<file path="src/rtl/sdram_arbiter.sv">
// SDRAM controller scheduler: init, auto-refresh, write and read ownership
// of the pad bus, plus the refresh interval timer and pending-refresh flag.
module sdram_arbiter #(
  parameter int unsigned REF_CYCLES = 780
) (
  input  logic        sclk,
  input  logic        reset,
  input  logic        init_end,
  input  logic [3:0]  init_cmd,
  input  logic [11:0] init_addr,
  output logic        ref_en,
  input  logic        flag_ref_end,
  input  logic [3:0]  ref_cmd,
  input  logic [11:0] ref_addr,
  output logic        ref_req,
  output logic        ref_miss,
  input  logic        wr_req,
  output logic        wr_en,
  input  logic        flag_wr_end,
  input  logic [3:0]  wr_cmd,
  input  logic [11:0] wr_addr,
  input  logic [1:0]  wr_bank,
  input  logic        rd_req,
  output logic        rd_en,
  input  logic        flag_rd_end,
  input  logic [3:0]  rd_cmd,
  input  logic [11:0] rd_addr,
  input  logic [1:0]  rd_bank,
  output logic [3:0]  sdram_cmd,
  output logic [11:0] sdram_addr,
  output logic [1:0]  sdram_ba,
  output logic [4:0]  arb_state
);

  localparam logic [4:0] S_INIT  = 5'b00001;
  localparam logic [4:0] S_ARBIT = 5'b00010;
  localparam logic [4:0] S_AREF  = 5'b00100;
  localparam logic [4:0] S_WRITE = 5'b01000;
  localparam logic [4:0] S_READ  = 5'b10000;
  localparam logic [3:0] CMD_NOP = 4'b0111;
  localparam logic [9:0] TC      = 10'(REF_CYCLES - 1);

  logic [4:0] r_state;
  logic [4:0] w_next;
  logic [9:0] r_timer;
  logic       r_ref_pending;
  logic       r_ref_miss;
  logic       r_last_wr;
  logic       w_tc;
  logic       w_to_aref;

  assign w_tc      = (r_state != S_INIT) && (r_timer == TC);
  assign w_to_aref = (r_state == S_ARBIT) && r_ref_pending;

  always_comb begin
    w_next = r_state;
    case (r_state)
      S_INIT:  if (init_end) w_next = S_ARBIT;
      S_ARBIT: begin
        if (r_ref_pending)
          w_next = S_AREF;
        else if (wr_req && rd_req)
          w_next = r_last_wr ? S_READ : S_WRITE;
        else if (wr_req)
          w_next = S_WRITE;
        else if (rd_req)
          w_next = S_READ;
      end
      S_AREF:  if (flag_ref_end) w_next = S_ARBIT;
      S_WRITE: if (flag_wr_end) w_next = S_ARBIT;
      S_READ:  if (flag_rd_end) w_next = S_ARBIT;
      default: w_next = S_INIT;
    endcase
  end

  always_ff @(posedge sclk or posedge reset) begin
    if (reset) begin
      r_state <= S_INIT;
    end else begin
      r_state <= w_next;
    end
  end

  always_ff @(posedge sclk or posedge reset) begin
    if (reset) begin
      r_timer <= '0;
    end else if (r_state == S_INIT || r_timer == TC) begin
      r_timer <= '0;
    end else begin
      r_timer <= r_timer + 10'd1;
    end
  end

  // A new terminal count beats the grant-side clear on the same edge.
  always_ff @(posedge sclk or posedge reset) begin
    if (reset) begin
      r_ref_pending <= 1'b0;
      r_ref_miss    <= 1'b0;
    end else begin
      if (w_tc)
        r_ref_pending <= 1'b1;
      else if (w_to_aref)
        r_ref_pending <= 1'b0;
      if (w_tc && r_ref_pending)
        r_ref_miss <= 1'b1;
    end
  end

  always_ff @(posedge sclk or posedge reset) begin
    if (reset) begin
      r_last_wr <= 1'b0;
    end else if (r_state == S_WRITE && flag_wr_end) begin
      r_last_wr <= 1'b1;
    end else if (r_state == S_READ && flag_rd_end) begin
      r_last_wr <= 1'b0;
    end
  end

  always_comb begin
    sdram_cmd  = CMD_NOP;
    sdram_addr = '0;
    sdram_ba   = '0;
    unique case (1'b1)
      r_state[0]: begin
        sdram_cmd  = init_cmd;
        sdram_addr = init_addr;
      end
      r_state[1]: ;
      r_state[2]: begin
        sdram_cmd  = ref_cmd;
        sdram_addr = ref_addr;
      end
      r_state[3]: begin
        sdram_cmd  = wr_cmd;
        sdram_addr = wr_addr;
        sdram_ba   = wr_bank;
      end
      r_state[4]: begin
        sdram_cmd  = rd_cmd;
        sdram_addr = rd_addr;
        sdram_ba   = rd_bank;
      end
      default: ;
    endcase
  end

  assign ref_en    = r_state[2];
  assign wr_en     = r_state[3];
  assign rd_en     = r_state[4];
  assign ref_req   = r_ref_pending;
  assign ref_miss  = r_ref_miss;
  assign arb_state = r_state;

endmodule
</file>
<file path="config.mk">
export PLATFORM = sky130hd
export DESIGN_NAME = sdram_arbiter
export DESIGN_NICKNAME = d
export VERILOG_FILES = /design/src/rtl/sdram_arbiter.sv
export SDC_FILE = /design/constraint.sdc
export NUM_CORES = 1
export LEC_CHECK = 0
export BUFFER_PORTS_ARGS = -buffer_cell sky130_fd_sc_hd__buf_2
export CORE_MARGIN = 3
export CORE_UTILIZATION = 41
export CTS_BUF_LIST = sky130_fd_sc_hd__clkbuf_4 sky130_fd_sc_hd__clkbuf_8
export DETAILED_ROUTE_END_ITERATION = 8
export PLACE_DENSITY = 0.82
export SLEW_MARGIN = 20
export SYNTH_ARGS = -nofsm -noshare
export SYNTH_HDL_FRONTEND = slang
export SYNTH_SLANG_ARGS = --single-unit
</file>
<file path="constraint.sdc">
create_clock -name sclk -period 1.95 [get_ports sclk]
set_input_delay 0.39 -clock sclk [delete_from_list [all_inputs] [get_ports sclk]]
set_output_delay 0.39 -clock sclk [all_outputs]
set_load 0.005 [all_outputs]
</file>
## Word-level counts from Yosys, hierarchy flattened

Index checks and enable logic that the tools add are counted.

| word-level totals | value |
|---|---|
| output and inout bits | 28 |
| logic and storage cells | 46 |
| bits in registers | 18 |
| bits of input ports | 76 |

| operators by class | value |
|---|---|
| multiplexer cells | 18 |
| equal/unequal tests | 12 |
| reduce and logical (&&, ||, !) cells | 10 |
| add/sub/neg operators | 1 |

Operators with widths:

| cell | number |
|---|---|
| 12-bit case mux with 4 select lines | 1 |
| 5-bit two-way mux | 9 |
| 5-bit case mux with 5 select lines | 1 |
| 4-bit case mux with 4 select lines | 1 |
| 10-bit by 1-bit adder with 10-bit output, second input constant | 1 |
| 10-bit equality test, second input constant | 1 |
| 10-bit two-way mux | 1 |
| 2-bit != test, second input constant | 4 |
| 1-bit logical AND | 6 |
| 5-bit by 1-bit equality test with 1-bit output, second input constant | 1 |
| 5-bit by 2-bit equality test with 1-bit output, second input constant | 1 |
| 5-bit by 3-bit equality test with 1-bit output, second input constant | 1 |
| 5-bit by 4-bit equality test with 1-bit output, second input constant | 1 |
| 5-bit equality test, second input constant | 1 |
| 5-bit by 1-bit != test with 1-bit output, second input constant | 1 |
| 5-bit by 4-bit != test with 1-bit output, second input constant | 1 |
| 5-bit AND reduction | 1 |
| 1-bit two-way mux | 4 |
| 2-bit case mux with 2 select lines | 1 |
| 2-bit nonzero test | 2 |
| 1-bit logical OR | 1 |

## Logic depth before layout (Yosys ltp)

| depth | value |
|---|---|
| word-level depth | 5 |
| depth in mapped cells | 5 |
| gate-level depth less buffers | 5 |

## Worst setup path after synthesis

Ideal clock, no wire load.

| timing | value |
|---|---|
| kind | reg-to-output |
| start point | register r_state[0], in the netlist arb_state[0] |
| end point | output port sdram_addr[4] |
| slack | 0.380 ns |
| arrival | 1.180 ns |
| stages on the path, launching flop included | 5 |
| cells stage by stage | dfstp_2 buf_2 buf_1 a22oi_1 nand2_1 |

| on the way | value |
|---|---|
| cells in the longest elaborated chain, start to end | 1 |

RTL lines:

| item | line | text |
|---|---|---|
| from (decl) | 43 | `logic [4:0] r_state;` |
| from (signal assigned) | 80 | `r_state <= w_next;` |
| 12-bit case mux with 4 select lines | 123 | `unique case (1'b1)` |
| to (decl) | 30 | `output logic [11:0] sdram_addr,` |

No other way between the ends.

## Worst setup path after layout

| timing | value |
|---|---|
| start point | register r_state[0], in the netlist arb_state[0] |
| end point | output port sdram_addr[8] |

The elaborated chain is that of the path after synthesis.

==> metrics.md <==
| Metric | Value |
|---|---|
| Status | `finished, final reports clean` |
| Min-delay worst type | `in2async` |
| CP max FO | `12` |
| PwrDens | `852 nW/um2` |
| Worst-Skew Late Latency | `0.30 ns` |
| Top_reg_cell synth | `dfrtp_1` |
| H-tree level count | `1` |
| Post-Layout Cell Count | `307` |
| Worst-margin pin slew | `0.677 ns` |
| Remaining global-route overflow | `0` |
| Number of register bits inferred by synthesis | `18` |
| Max Freq | `0.532 GHz` |
| Fin crit period | `1.88 ns` |
| Vias in the first global route | `1490` |
| Slew HR | `0.548` |
| Inst Count DP | `302` |
| Starting Density | `0.439` |
| Commonest non-fill, non-tap cells in the layout | `buf_2 (103), a22oi_1 (33), nor2_1 (19), nand2_1 (19), dfrtp_1 (15)` |
| Seq/Total Area, Yosys | `0.332` |
| CTS sink cnt | `18` |
| Clock Pin Slew Worst Setup and Hold Paths | `0.10 ns` |
| Unique cell type count in the Yosys netlist | `38` |
| # diodes | `0` |
| Pleak | `1.02 nW` |
| Clk buf depth | `2` |
| GR Util All Layers | `0.208` |
| Max cap viols | `0` |
| Crit end category | `primary output` |
| Placer Congestion | `0.814` |
| Die area | `4050 um2` |
| 1st-iter DRT viols | `75` |
| Most common cell after layout, fill and taps aside | `buf_2` |
| Worst vdd ir | `0.000510 V` |
| Placeable Area | `3100 um2` |
| Drt first pass iters | `4` |
| Setup TNS | `0 ns` |
| Layout cells sized above 1 | `0.460` |
| DR vias | `1631` |
| Number of buffers added on ports | `103` |
| Post-synth EDFFs | `0` |
| IO Pins | `104` |
| Hpwl dp | `3.43 mm` |
| Mean area per synthesized cell | `8.25 um2` |
| Final hold vios | `0` |
| Area grow syn2layout | `41.3%` |
| Share of flip-flops with an asynchronous set or reset | `1.00` |
| Slew Limit Fails | `0` |
| DRC Markers | `0` |
| Chip width | `63.6 um` |
| Setup Skew | `0.00458 ns` |
| CTS buffer count | `3` |
| Initial antenna violation count | `0` |
| Netlist Area Pre-Place | `1360 um2` |
| Die Height | `63.6 um` |
| Post-Synthesis Cells | `165` |
| Global-route wire length before repair | `6.89 mm` |
| Post-CTS Hold Buffers | `0` |
| Vias/cell | `5.31` |
| Site row count | `20` |
| WS Path Type | `reg2out` |
| Critical Path RT | `1.56 ns` |
| RSZ-0062 raised after global routing | `false` |
| Dpl cell area | `1880 um2` |
| Post-route ant nets | `0` |
| Synth warnings | `0` |
| CTS tree | `built` |
| Largest net degree at the start of global routing | `24` |
| Clock root cell | `clkbuf_4` |
| Tcrit/Tclk final | `0.964` |
| Final net count | `341` |
| Final setup fails | `0` |
| Wire per inst | `14.3 um` |
| Worst path arrival time | `1.49 ns` |
| Fin area | `1920 um2` |
| Syn Nets | `242` |
| Setup crit start kind | `flip-flop` |
| Post-Route WL | `4.40 mm` |
through the flow:
stage          worst slack, ns  power [mW]  hold slack [ns]  utilization
3_5_place_dp             0.283        1.41            0.451        0.606
3_3_place_gp             0.310        1.39            0.442        0.606
6_report                0.0704        1.64            0.179        0.620
5_1_grt                0.00658        1.78            0.225        0.620
4_1_cts                 0.0454        1.63            0.196        0.617
2_1_floorplan            0.380        1.11            0.328            -
cell usage after synthesis (2+ instances only):
cell      count  share of area
a22oi_1      33           0.18
nand2_1      19          0.052
nor2_1       19          0.052
dfrtp_1      17           0.31
inv_1         8          0.022
nand3_1       8          0.029
xnor2_1       7          0.045
buf_2         5          0.018
nor3_1        4          0.015
a22o_1        3          0.019
buf_4         3          0.017
nand4_1       3          0.014
nor4_1        3          0.014
a21o_1        2          0.011
buf_1         2         0.0055
buf_6         2          0.017
clkbuf_1      2         0.0055
nand2b_1      2         0.0092
o22ai_1       2         0.0092
o32ai_1       2          0.013
xor2_1        2          0.013
logic make-up after synthesis:
| family | synth area share |
|---|---|
| compound gates | 0.282 |
| buf+inv | 0.0882 |
| simple gates | 0.231 |
| flops | 0.332 |
| xor+xnor | 0.0579 |
| fa+ha+maj | 0.00919 |
flip-flops by register name, indices dropped and copies added, names as in the netlist:
| signal | cells |
|---|---|
| arb_state | 5 |
| ref_req | 1 |
| r_last_wr | 1 |
| r_timer | 10 |
| ref_miss | 1 |
worst max-delay path, cell delays in order (launching register included):
cell and delay, ns:
dfstp_4 0.70, buf_4 0.21, a22oi_1 0.09, nand2_1 0.09
buf_2 0.11
power breakdown:
part           switching (mW)  total, mW  internal, mW
registers               0.102      0.554         0.452
clock network           0.115      0.208        0.0936
logic                   0.451      0.875         0.424
total                   0.668       1.64         0.970
cell type report:
cell class / instances / area (um2)
clock buffers: 4 / 30.0
multi-input cells: 124 / 790
repair buffers: 109 / 561
flip-flops and latches: 18 / 458
well taps: 44 / 55.1
fillers: 318 / 1180
inverters: 8 / 30.0
routing by layer:
layer,share of wire,wire [um],vias up,GRT usage
met5,0,0,-,0
met3,0.068,297,6,0.0499
met2,0.52,2300,68,0.378
li1,-,-,802,-
met4,0.0095,42,0,0.0539
met1,0.40,1760,755,0.242
final timing paths:
path	startpoint	endpoint	slack [ns]	cells past startpoint
max in group asynchronous	reset	arb_state[3]$_DFFE_PP0P_	1.30	2
worst max register to register	arb_state[0]$_DFFE_PP1P_	arb_state[1]$_DFFE_PP0P_	0.22	5
worst min register to register	ref_miss$_DFFE_PP0P_	ref_miss$_DFFE_PP0P_	0.46	1
worst min-delay path	reset	arb_state[1]$_DFFE_PP0P_	0.18	2
worst max-delay path	arb_state[0]$_DFFE_PP1P_	sdram_addr[8]	0.07	4
min in group sclk	flag_rd_end	arb_state[4]$_DFFE_PP0P_	0.31	2
timing repair:
item	in CTS	in global routing
endpoints found under the setup margin	3	13
gates resized for setup	2	1
buffers inserted	0	1
(Power assumes the default switching activity.)
